===== src/rtl/des_round_ctrl.sv =====
// -----------------------------------------------------------------------------
// des_round_ctrl
//
// Iterative DES round controller. Owns the L/R half-block registers and walks
// them through ROUNDS Feistel rounds, one round per (F_LAT+1) clock cycles.
// The external datapath (E-expansion, key XOR, S-boxes, P) takes r_out and the
// subkey selected by round_idx, and returns f(R, K) on f_in. The controller
// folds that result back into L/R. It sits between the initial permutation
// (upstream) and the final permutation (downstream).
//
// Parameters:
//   ROUNDS  number of Feistel rounds, even, 2..16
//   F_LAT   register stages inside the external f-function path, 0..3
//
// Ports:
//   clk        clock, all state updates on its rising edge
//   rst        asynchronous active-high reset
//   start      load request, honoured only while ready=1
//   decrypt    direction, sampled with start (1 = reverse subkey order)
//   data_in    post-IP block, L0 = [63:32], R0 = [31:0]
//   f_in       f(R, K) result for the current round
//   ready      idle, a start will be accepted
//   busy       block in progress (ROUND or DONE)
//   r_out      current R register, drives the E-expansion input
//   round_idx  subkey index for the key schedule
//   done       one-cycle pulse, data_out valid
//   data_out   {R_final, L_final}, input to the final permutation
// -----------------------------------------------------------------------------
module des_round_ctrl #(
  parameter int ROUNDS = 16,
  parameter int F_LAT  = 0
) (
  input  logic        clk,
  input  logic        rst,
  input  logic        start,
  input  logic        decrypt,
  input  logic [63:0] data_in,
  input  logic [31:0] f_in,
  output logic        ready,
  output logic        busy,
  output logic [31:0] r_out,
  output logic [3:0]  round_idx,
  output logic        done,
  output logic [63:0] data_out
);

  // ---------------------------------------------------------------------------
  // Elaboration-time parameter checks
  // ---------------------------------------------------------------------------
  generate
    if (ROUNDS < 2 || ROUNDS > 16 || (ROUNDS % 2) != 0) begin : g_bad_rounds
      $error("des_round_ctrl: ROUNDS must be even and within 2..16");
    end
    if (F_LAT < 0 || F_LAT > 3) begin : g_bad_flat
      $error("des_round_ctrl: F_LAT must be within 0..3");
    end
  endgenerate

  // ---------------------------------------------------------------------------
  // Constants
  // ---------------------------------------------------------------------------
  localparam logic [1:0] IDLE  = 2'd0;
  localparam logic [1:0] ROUND = 2'd1;
  localparam logic [1:0] DONE  = 2'd2;

  localparam logic [3:0] LAST_RND  = 4'(ROUNDS - 1);
  localparam logic [1:0] WAIT_INIT = 2'(F_LAT);

  // ---------------------------------------------------------------------------
  // State
  // ---------------------------------------------------------------------------
  logic [1:0]  state_reg, state_next;
  logic [31:0] l_reg,     l_next;
  logic [31:0] r_reg,     r_next;
  logic [3:0]  rnd_reg,   rnd_next;
  logic [1:0]  wcnt_reg,  wcnt_next;
  logic        dec_reg,   dec_next;
  logic [63:0] dout_reg,  dout_next;

  // Feistel fold of the returned f-function result into the left half.
  logic [31:0] fold;
  assign fold = l_reg ^ f_in;

  // ---------------------------------------------------------------------------
  // Next-state logic
  // ---------------------------------------------------------------------------
  always_comb begin
    state_next = state_reg;
    l_next     = l_reg;
    r_next     = r_reg;
    rnd_next   = rnd_reg;
    wcnt_next  = wcnt_reg;
    dec_next   = dec_reg;
    dout_next  = dout_reg;

    case (state_reg)
      IDLE: begin
        if (start) begin
          l_next     = data_in[63:32];
          r_next     = data_in[31:0];
          dec_next   = decrypt;
          rnd_next   = 4'd0;
          wcnt_next  = WAIT_INIT;
          state_next = ROUND;
        end
      end

      ROUND: begin
        if (wcnt_reg != 2'd0) begin
          // f-path still filling: hold L/R so r_out and round_idx stay put
          wcnt_next = wcnt_reg - 2'd1;
        end else begin
          l_next    = r_reg;
          r_next    = fold;
          wcnt_next = WAIT_INIT;
          if (rnd_reg == LAST_RND) begin
            // Last round: the usual final swap is folded in here, so the
            // captured word is {R16, L16} ready for the final permutation.
            dout_next  = {fold, r_reg};
            state_next = DONE;
          end else begin
            rnd_next = rnd_reg + 4'd1;
          end
        end
      end

      DONE: begin
        state_next = IDLE;
      end

      default: begin
        state_next = IDLE;
      end
    endcase
  end

  // ---------------------------------------------------------------------------
  // Registers
  // ---------------------------------------------------------------------------
  always_ff @(posedge clk or posedge rst) begin
    if (rst) begin
      state_reg <= IDLE;
      l_reg     <= 32'd0;
      r_reg     <= 32'd0;
      rnd_reg   <= 4'd0;
      wcnt_reg  <= 2'd0;
      dec_reg   <= 1'b0;
      dout_reg  <= 64'd0;
    end else begin
      state_reg <= state_next;
      l_reg     <= l_next;
      r_reg     <= r_next;
      rnd_reg   <= rnd_next;
      wcnt_reg  <= wcnt_next;
      dec_reg   <= dec_next;
      dout_reg  <= dout_next;
    end
  end

  // ---------------------------------------------------------------------------
  // Outputs (all decoded from registers, so glitch-free within a cycle)
  // ---------------------------------------------------------------------------
  assign ready     = (state_reg == IDLE);
  assign busy      = (state_reg != IDLE);
  assign done      = (state_reg == DONE);
  assign r_out     = r_reg;
  // Decryption walks the same schedule backwards.
  assign round_idx = dec_reg ? (LAST_RND - rnd_reg) : rnd_reg;
  assign data_out  = dout_reg;

endmodule

===== config.mk =====
export PLATFORM = sky130hd
export DESIGN_NAME = des_round_ctrl
export DESIGN_NICKNAME = d
export VERILOG_FILES = /design/src/rtl/des_round_ctrl.sv
export SDC_FILE = /design/constraint.sdc
export NUM_CORES = 1
export LEC_CHECK = 0
export CAP_MARGIN = 15
export CORE_ASPECT_RATIO = 0.5
export CORE_MARGIN = 2
export CORE_UTILIZATION = 30
export CTS_BUF_LIST = sky130_fd_sc_hd__clkbuf_4 sky130_fd_sc_hd__clkbuf_8 sky130_fd_sc_hd__clkbuf_16
export DETAILED_ROUTE_END_ITERATION = 8
export GPL_ROUTABILITY_DRIVEN = 1
export PLACE_DENSITY = 0.55
export SLEW_MARGIN = 20
export SYNTH_ARGS = -nofsm -noshare
export SYNTH_HDL_FRONTEND = slang
export SYNTH_SLANG_ARGS = --single-unit

===== constraint.sdc =====
create_clock -name clk -period 12.1 [get_ports clk]
set_input_delay 2.42 -clock clk [delete_from_list [all_inputs] [get_ports clk]]
set_output_delay 2.42 -clock clk [all_outputs]
set_load 0.01 [all_outputs]

==> impl_results.rst, run 1 <==
.. list-table::
   :header-rows: 1

   * - Metric
     - Value
   * - Result of the run
     - finished, final reports clean
   * - Area Growth Syn to Fin
     - 43.65%
   * - Worst slew margin relative to its limit
     - 0.3245
   * - DP HPWL
     - 10.31 mm
   * - Final setup vio count
     - 0
   * - Fraction of layout cells with a size suffix above 1
     - 0.3642
   * - TritonCTS clock tree
     - built
   * - Largest net degree at the start of global routing
     - 75
   * - Dpl cells
     - 906
   * - Initial Util
     - 0.3042
   * - Flip-flop and latch count after synthesis
     - 137
   * - CP startpoint kind
     - input port
   * - Crit Reg-Reg Endpoint
     - data_out[33]
   * - Leading cell types by total area after synthesis
     - dfrtp_1 (52%), mux2_2 (23%), mux2_4 (14%)
   * - Std cell rows
     - 38
   * - Wire length of the first global-routing pass
     - 24.43 mm
   * - Ratio of routed vias to standard cells
     - 4.397
   * - Area share of the leading cell type in the synthesized netlist
     - 0.5221
   * - CP endpoint kind
     - flip-flop
   * - Number of max-capacitance violations reported
     - 0
   * - Total of cells resized after clock tree synthesis
     - 0
   * - Initial antenna violation count
     - 0
   * - Number of flip-flops in the largest register
     - 64
   * - Worst-case clock skew
     - 0.009543 ns
   * - Required time worst endpoint
     - 12.40 ns
   * - Setup TNS Final
     - 0 ns
   * - Clk Latency, worst-skew pair
     - 0.42 ns
   * - Num Clock Sinks
     - 137
   * - Reg-to-Reg Start
     - state_reg[1]
   * - Final antenna diode count
     - 0
   * - Total number of yosys warnings
     - 0
   * - Remaining routing DRC violations
     - 0
   * - Die height
     - 108.6 µm
   * - Final Instance Count excl. Fillers
     - 937
   * - Cell at the root of the clock tree
     - clkbuf_16
   * - Gp weighted congestion
     - 0.7485
   * - Seq/Total Area, Yosys
     - 0.5221
   * - Most frequent cells in the layout
     - clkdlybuf4s50_1 (202), dfrtp_1 (137), mux2_2 (133), mux2_4 (60), xor2_1 (36)
   * - CP max stage cell
     - or2_4
   * - VDD IR-drop max
     - 0.1036 mV
   * - Worst hold path class
     - flip-flop to flip-flop
   * - Net count, final
     - 726
   * - Detailed-route wire length per cell
     - 16.69 µm
   * - Worst Setup SP
     - start
   * - Unrepaired setup endpoints after global routing
     - no
   * - Port bufs
     - 202
   * - Distinct cell type count of the synthesized netlist
     - 30
   * - Maximum operating frequency
     - 234.3 MHz
   * - Most frequent standard cell in the layout excluding fill and tap cells
     - clkdlybuf4s50_1
   * - Leakage component of the power
     - 4.133 nW
   * - Largest area contributor in the synthesized netlist
     - dfrtp_1
   * - Power per standard cell area
     - 282.9 nW/µm²
   * - Clock transition at path regs
     - 0.06 ns
   * - Hold endpoint
     - data_out[17]
   * - Total core area
     - 21590 µm²
   * - Number of buffers inserted by hold repair at cts
     - 0
   * - Total CTS buffers
     - 17
   * - Reg2Reg Depth
     - 4
   * - Die area
     - 23160 µm²
   * - Chip Width
     - 213.2 µm
   * - Category of the most critical setup path
     - input port to flip-flop
   * - Critical-path cell list
     - clkdlybuf4s50_1 -> nor3b_1 -> or2_4 -> mux2_2
   * - Syn nets
     - 524
   * - Final worst path period need
     - 4.268 ns
   * - Top-level port count
     - 203
   * - Final ANT Viol Nets
     - 0
   * - Total global routing track utilization
     - 0.1407
   * - Crit path DAT
     - 4.57 ns
   * - Count of H-tree levels built during CTS
     - 4
   * - Slowest cell delay on critical path
     - 0.85 ns
   * - Cell count of the worst hold path
     - 1
   * - Register-to-Register Setup Slack
     - 9.58 ns
   * - Post-Syn Area
     - 6566 µm²
   * - Number of cells produced by synthesis
     - 423
   * - Slew at the pin closest to its max-slew limit
     - 1.013 ns
   * - Fin. max-slew vios
     - 0
   * - Sum of routed wire length over all layers
     - 15.64 mm
   * - Maximum fanout count along the critical path
     - 64
   * - Overflow left after global routing
     - 0
   * - Number of setup buffers added after CTS
     - 0
   * - Via total after detailed routing
     - 4120
   * - Final hold violation count
     - 0
   * - Part of the cycle the worst path needs
     - 0.3527
   * - Share of the core filled with cells
     - 0.4370
   * - Number of global-route vias before repair
     - 4337
   * - Maximum number of buffers from clock root to sink
     - 2
   * - Number of filler instances in the final layout
     - 2037
   * - Number of detailed-routing iterations run before antenna repair
     - 4
   * - Number of design-rule violations left by the first detailed-router iteration
     - 136
   * - Avg Inst Size Synth
     - 15.52 µm²
   * - Source of the worst hold timing path
     - data_out[17]
[worst max-delay path: cells and delay by family]
family | cells | cell delay, ns
and+or+nand+nor | 2 | 1.20
buffers and inverters | 1 | 0.50
muxes | 1 | 0.42
[where the power goes]
group	leakage [nW]	switching, W	internal (W)
clock network	0.301	0.000204	0.000348
logic	2.21	0.000431	0.000818
registers	1.62	0.000173	0.000697
total	4.13	0.000807	0.00186
[synthesized netlist by cell type]
| cell type | number |
|---|---|
| dfrtp_1 | 137 |
| mux2_2 | 133 |
| mux2_4 | 60 |
| xor2_1 | 36 |
| buf_6 | 12 |
| a21oi_1 | 4 |
| buf_2 | 4 |
| clkbuf_1 | 4 |
| inv_1 | 4 |
| nand2b_1 | 4 |
| nor2b_1 | 3 |
| a31oi_1 | 2 |
| buf_4 | 2 |
| nor2_1 | 2 |
| a22o_1 | 1 |
| and2_1 | 1 |
| and3_1 | 1 |
| ha_1 | 1 |
| mux2i_1 | 1 |
| nand2_1 | 1 |
| nand3_1 | 1 |
| nand3_4 | 1 |
| nand4_1 | 1 |
| nor3_1 | 1 |
| nor3b_1 | 1 |
| nor4b_4 | 1 |
| o21ai_0 | 1 |
| o21bai_1 | 1 |
| o22a_1 | 1 |
| or2_1 | 1 |
[stage by stage]
step | power (W) | hold slack (ns) | setup slack [ns] | cell area [µm²]
floorplan | 0.001625 | 0.5007 | 6.012 | 6566
detailed placement | 0.002144 | 0.4914 | 7.317 | 8816
global route | 0.002842 | 0.5218 | 7.638 | 9433
finish | 0.002669 | 0.5075 | 7.832 | 9433
CTS | 0.002713 | 0.5097 | 7.801 | 9433
global placement | 0.002127 | 0.4903 | 7.373 | 8816
[worst max-delay path by stage]
stage / end / depth (start not counted) / slack [ns]
after global placement: l_reg[31] / 4 / 7.37
after CTS: r_out[1] / 4 / 7.80
after global routing: r_out[31] / 4 / 7.64
after floorplan: data_out[0] / 1 / 6.01
after detailed placement: l_reg[2] / 4 / 7.32
final: r_out[1] / 4 / 7.83
[layer usage]
layer,vias up,track usage,wire [µm],part of all wire
li1,1906,-,-,-
met1,2131,0.1742,6774,0.43
met2,63,0.2357,8017,0.51
met3,20,0.03370,563,0.036
met4,0,0.06300,281,0.018
met5,-,0,0,0
[kinds of logic (layout without fill, tap and decap cells)]
group / count (synthesis) / after routing / synth area share
compound gates: 10 / 10 / 0.009527
mux: 194 / 194 / 0.3668
simple gates: 19 / 19 / 0.02115
xor+xnor: 36 / 36 / 0.04802
buf+inv: 26 / 240 / 0.03049
flops: 137 / 137 / 0.5221
fa+ha+maj: 1 / 1 / 0.001905
[layout make-up]
cell class,count,area (µm²),area share
sequential,137,3428,0.3634
inverter,4,20.02,0.002122
tap,300,375.4,0.03979
clock inverter,13,177.7,0.01884
multi-input combinational,260,2948,0.3125
timing repair buffer,205,2044,0.2167
clock buffer,18,439.2,0.04656
(Power assumes the default switching activity.)
==> run 2, diff against run 1 <==
==> constraint.sdc (replaced) <==
create_clock -name clk -period 4.34 [get_ports clk]
set_input_delay 0.868 -clock clk [delete_from_list [all_inputs] [get_ports clk]]
set_output_delay 0.868 -clock clk [all_outputs]
set_load 0.01 [all_outputs]
==> impl_results.rst, run 2 (synthesis results as in run 1) <==
.. list-table::
   :header-rows: 1

   * - Metric
     - Value
   * - Fraction of layout cells with a size suffix above 1
     - 0.3672
   * - CP endpoint kind
     - flip-flop
   * - Multi-input gate area in the final layout
     - 2948 µm²
   * - Critical-path cell list
     - nor4b_4 -> nand3_4 -> buf_4 -> mux2_4
   * - Most frequent standard cell in the layout excluding fill and tap cells
     - clkdlybuf4s50_1
   * - Total core area
     - 21590 µm²
   * - TritonCTS clock tree
     - built
   * - VDD IR-drop max
     - 0.2650 mV
   * - CP startpoint kind
     - flip-flop
   * - Final setup vio count
     - 0
   * - Detailed-route wire length per cell
     - 16.85 µm
   * - Worst-case clock skew
     - 0.01087 ns
   * - Final ANT Viol Nets
     - 0
   * - Num Clock Sinks
     - 137
   * - Number of global-route vias before repair
     - 4315
   * - Maximum number of buffers from clock root to sink
     - 2
   * - Leakage component of the power
     - 4.180 nW
   * - Slowest cell delay on critical path
     - 0.71 ns
   * - Final hold violation count
     - 0
   * - Power per standard cell area
     - 798.7 nW/µm²
   * - Port bufs
     - 202
   * - Dpl cells
     - 908
   * - Sum of routed wire length over all layers
     - 15.84 mm
   * - Total global routing track utilization
     - 0.1422
   * - Overflow left after global routing
     - 0
   * - Setup slack after layout
     - 1.634 ns
   * - Count of H-tree levels built during CTS
     - 4
   * - Cell count of the worst hold path
     - 1
   * - Net count, final
     - 728
   * - Maximum operating frequency
     - 369.6 MHz
   * - Number of filler instances in the final layout
     - 2039
   * - Share of the core filled with cells
     - 0.4417
   * - Gp weighted congestion
     - 0.6886
   * - Total CTS buffers
     - 17
   * - Setup TNS Final
     - 0 ns
   * - Number of max-capacitance violations reported
     - 0
   * - Number of design-rule violations left by the first detailed-router iteration
     - 168
   * - Number of detailed-routing iterations run before antenna repair
     - 4
   * - Crit path DAT
     - 3.01 ns
   * - Maximum fanout count along the critical path
     - 37
   * - Result of the run
     - finished, final reports clean
   * - Worst hold path class
     - flip-flop to flip-flop
   * - CP max stage cell
     - nand3_4
   * - Initial Util
     - 0.3042
   * - Std cell rows
     - 38
   * - Fin. max-slew vios
     - 0
   * - Most frequent cells in the layout
     - clkdlybuf4s50_1 (202), dfrtp_1 (137), mux2_2 (133), mux2_4 (60), xor2_1 (36)
   * - Reg2Reg Depth
     - 4
   * - Die area
     - 23160 µm²
   * - Clock transition at path regs
     - 0.06 ns
   * - Initial antenna violation count
     - 0
   * - Via total after detailed routing
     - 4117
   * - Number of setup buffers added after CTS
     - 0
   * - Final total power
     - 0.007616 W
   * - Final worst path period need
     - 2.706 ns
   * - Category of the most critical setup path
     - flip-flop to flip-flop
   * - Final antenna diode count
     - 0
   * - Die height
     - 108.6 µm
   * - Number of buffers inserted by hold repair at cts
     - 0
   * - Cell at the root of the clock tree
     - clkbuf_16
   * - Total of cells resized after clock tree synthesis
     - 0
   * - Ratio of routed vias to standard cells
     - 4.380
   * - Part of the cycle the worst path needs
     - 0.6235
   * - Number of flip-flops in the largest register
     - 64
   * - Setup slack after placement
     - 1.166 ns
   * - Sequential cell area
     - 3428 µm²
   * - Remaining routing DRC violations
     - 0
   * - Required time worst endpoint
     - 4.65 ns
   * - Final Instance Count excl. Fillers
     - 940
   * - Worst slew margin relative to its limit
     - 0.3559
   * - Clk Latency, worst-skew pair
     - 0.43 ns
   * - Unrepaired setup endpoints after global routing
     - no
   * - DP HPWL
     - 10.58 mm
   * - Largest net degree at the start of global routing
     - 138
   * - Top-level port count
     - 203
   * - Wire length of the first global-routing pass
     - 24.54 mm
   * - Slew at the pin closest to its max-slew limit
     - 0.9662 ns
   * - Chip Width
     - 213.2 µm
   * - Area Growth Syn to Fin
     - 45.22%
## run 2: cell count changes in the layout (fill, tap and decap cells not counted), sizes merged
cell and delta:
buf +2, bufinv +2, clkbuf +2, clkinv -2
inv -1
## run 2: cell type report
cell class	count	share of cell area
Sequential cell	137	0.3595
Multi-Input combinational cell	260	0.3091
Timing Repair Buffer	207	0.2186
Clock buffer	20	0.04829
Tap cell	300	0.03936
Clock inverter	12	0.02309
Inverter	4	0.001968
## run 2: per-stage QoR
stage	cell area [µm²]	hold WS, ns
CTS	9535	0.5092
detailed placement	8855	0.4942
floorplan	6570	0.5007
finish	9535	0.5050
global route	9535	0.5189
global placement	8855	0.4892
## run 2: where the power goes
group          internal [W]  switching (W)
Combinational       0.00229        0.00121
Clock               0.00111       0.000573
Sequential          0.00194       0.000485
Total               0.00535        0.00227
## run 2: critical path: cells and delay by family (launching register included)
kind,cells,cell delay (ns)
buffers and inverters,1,0.51
flip-flops,1,0.49
multiplexers,1,0.33
AND/OR/NAND/NOR,2,1.24
## run 2: layer usage
metal	up-vias	GRT usage	share of wire
met5	-	0	0
met4	0	0.05952	0.013
met3	14	0.03341	0.030
met2	63	0.2471	0.53
met1	2121	0.1712	0.42
li1	1919	-	-
## run 2: path summary, 6_finish.rpt
kind                              startpoint           end  slack (ns)
max in group asynchronous                rst     l_reg[30]        2.76
worst min register to register   data_out[5]   data_out[5]        0.50
worst max register to register  state_reg[1]  data_out[34]        1.63
worst max-delay path            state_reg[1]  data_out[34]        1.63
min in group asynchronous                rst  data_out[11]        1.01
worst min-delay path             data_out[5]   data_out[5]        0.50
==> run 3, diff against run 2 <==
==> constraint.sdc (replaced) <==
create_clock -name clk -period 2.82 [get_ports clk]
set_input_delay 0.564 -clock clk [delete_from_list [all_inputs] [get_ports clk]]
set_output_delay 0.564 -clock clk [all_outputs]
set_load 0.01 [all_outputs]
==> impl_results.rst, run 3 (synthesis results as in run 1) <==
.. list-table::
   :header-rows: 1

   * - Metric
     - Value
   * - Net count, final
     - 735
   * - Final antenna diode count
     - 0
   * - Die height
     - 108.6 µm
   * - CP max stage cell
     - dfrtp_1
   * - Cell at the root of the clock tree
     - clkbuf_16
   * - Final hold violation count
     - 0
   * - Sum of routed wire length over all layers
     - 15.92 mm
   * - CP endpoint kind
     - primary output
   * - Crit path DAT
     - 1.70 ns
   * - Worst slew margin relative to its limit
     - 0.4914
   * - Reg2Reg Depth
     - 5
   * - Chip Width
     - 213.2 µm
   * - Number of setup buffers added after CTS
     - 0
   * - Number of max-capacitance violations reported
     - 0
   * - Total of cells resized after clock tree synthesis
     - 0
   * - Final total power
     - 0.01134 W
   * - Final worst path period need
     - 2.268 ns
   * - Final setup vio count
     - 0
   * - Wire length of the first global-routing pass
     - 24.70 mm
   * - Slowest cell delay on critical path
     - 0.57 ns
   * - Register-to-Register Setup Slack
     - 0.77 ns
   * - Maximum number of buffers from clock root to sink
     - 2
   * - Final ANT Viol Nets
     - 0
   * - Required time worst endpoint
     - 2.26 ns
   * - Std cell rows
     - 38
   * - Fin. max-slew vios
     - 0
   * - Detailed-route wire length per cell
     - 16.81 µm
   * - Port bufs
     - 202
   * - Total CTS buffers
     - 17
   * - Number of filler instances in the final layout
     - 2000
   * - Overflow left after global routing
     - 0
   * - Part of the cycle the worst path needs
     - 0.8041
   * - Critical-path cell list
     - nor2b_1 -> clkdlybuf4s50_1
   * - Crit Reg-Reg Endpoint
     - data_out[2]
   * - Number of global-route vias before repair
     - 4445
   * - Critical path destination
     - done
   * - Remaining routing DRC violations
     - 0
   * - Initial antenna violation count
     - 0
   * - Unrepaired setup endpoints after global routing
     - no
   * - Worst Setup SP
     - state_reg[1]
   * - Largest net degree at the start of global routing
     - 45
   * - Via total after detailed routing
     - 4083
   * - Count of H-tree levels built during CTS
     - 4
   * - Slew at the pin closest to its max-slew limit
     - 0.7612 ns
   * - Total core area
     - 21590 µm²
   * - Power per standard cell area
     - 1189 nW/µm²
   * - DP HPWL
     - 11.38 mm
   * - Top-level port count
     - 203
   * - Area Growth Syn to Fin
     - 45.29%
   * - Gp weighted congestion
     - 0.7261
   * - Num Clock Sinks
     - 137
   * - Worst hold path class
     - flip-flop to flip-flop
   * - TritonCTS clock tree
     - built
   * - Number of detailed-routing iterations run before antenna repair
     - 4
   * - Result of the run
     - finished, final reports clean
   * - Most frequent cells in the layout
     - clkdlybuf4s50_1 (202), dfrtp_1 (137), mux2_2 (133), mux2_4 (60), xor2_1 (36)
   * - Maximum operating frequency
     - 441.0 MHz
   * - Worst-case clock skew
     - 0.01257 ns
   * - Leakage component of the power
     - 4.164 nW
   * - Maximum fanout count along the critical path
     - 8
   * - Setup TNS Final
     - 0 ns
   * - Clk Latency, worst-skew pair
     - 0.41 ns
   * - Die area
     - 23160 µm²
   * - VDD IR-drop max
     - 0.4283 mV
   * - Number of flip-flops in the largest register
     - 64
   * - Number of design-rule violations left by the first detailed-router iteration
     - 168
   * - Number of buffers inserted by hold repair at cts
     - 0
   * - Category of the most critical setup path
     - flip-flop to primary output
   * - Ratio of routed vias to standard cells
     - 4.312
   * - CP startpoint kind
     - flip-flop
   * - Reg-to-Reg Start
     - state_reg[0]
   * - Initial Util
     - 0.3042
   * - Worst hold margin
     - 0.5069 ns
   * - Total global routing track utilization
     - 0.1400
   * - Fraction of layout cells with a size suffix above 1
     - 0.3740
   * - Share of the core filled with cells
     - 0.4420
   * - Most frequent standard cell in the layout excluding fill and tap cells
     - clkdlybuf4s50_1
   * - Clock transition at path regs
     - 0.06 ns
-- run 3: cell types whose count changed in the layout (fill, tap and decap cells not counted), sizes merged --
cell / before / now
clkinv: 5 / 4
clkinvlp: 2 / 7
clkbuf: 20 / 17
inv: 3 / 7
buf: 5 / 12
bufinv: 6 / 1
-- run 3: power breakdown --
group | switching (W) | internal (W)
Sequential | 0.000769 | 0.00299
Clock | 0.000934 | 0.00123
Combinational | 0.00185 | 0.00356
Total | 0.00356 | 0.00778
-- run 3: worst max-delay path: cells and delay by family, from the launching register on --
family | cells | cell delay (ns)
simple gates | 1 | 0.19
buf+inv | 1 | 0.54
flops | 1 | 0.57
-- run 3: worst min path at each step --
stage / startpoint / endpoint / depth (start not counted)
3_5_place_dp: data_out[35] / data_out[35] / 1
2_1_floorplan: l_reg[0] / l_reg[0] / 1
6_report: data_out[18] / data_out[18] / 1
4_1_cts: data_out[35] / data_out[35] / 1
3_3_place_gp: data_out[8] / data_out[8] / 1
5_1_grt: data_out[18] / data_out[18] / 1
-- run 3: layout make-up --
type / instances / area [µm²] / share of cell area
timing repair buffer: 214 / 2200 / 0.2306
multi-input combinational: 260 / 2948 / 0.3090
tap: 300 / 375.4 / 0.03934
clock buffer: 17 / 425.4 / 0.04459
clock inverter: 15 / 145.1 / 0.01521
sequential: 137 / 3428 / 0.3593
inverter: 4 / 18.77 / 0.001967
-- run 3: through the flow --
step                setup WS (ns)  area [µm²]  instances
floorplan                  0.5489        6570        423
global placement           0.3690        8970        915
detailed placement         0.3520        8970        915
CTS                        0.5048        9540        947
global route               0.4799        9540        947
finish                     0.5524        9540        947
-- run 3: routing by layer --
metal | global-route usage | share of wire
met1 | 0.1747 | 0.43
met2 | 0.2469 | 0.54
met3 | 0.03312 | 0.027
met4 | 0.03423 | 0.0048
met5 | 0 | 0
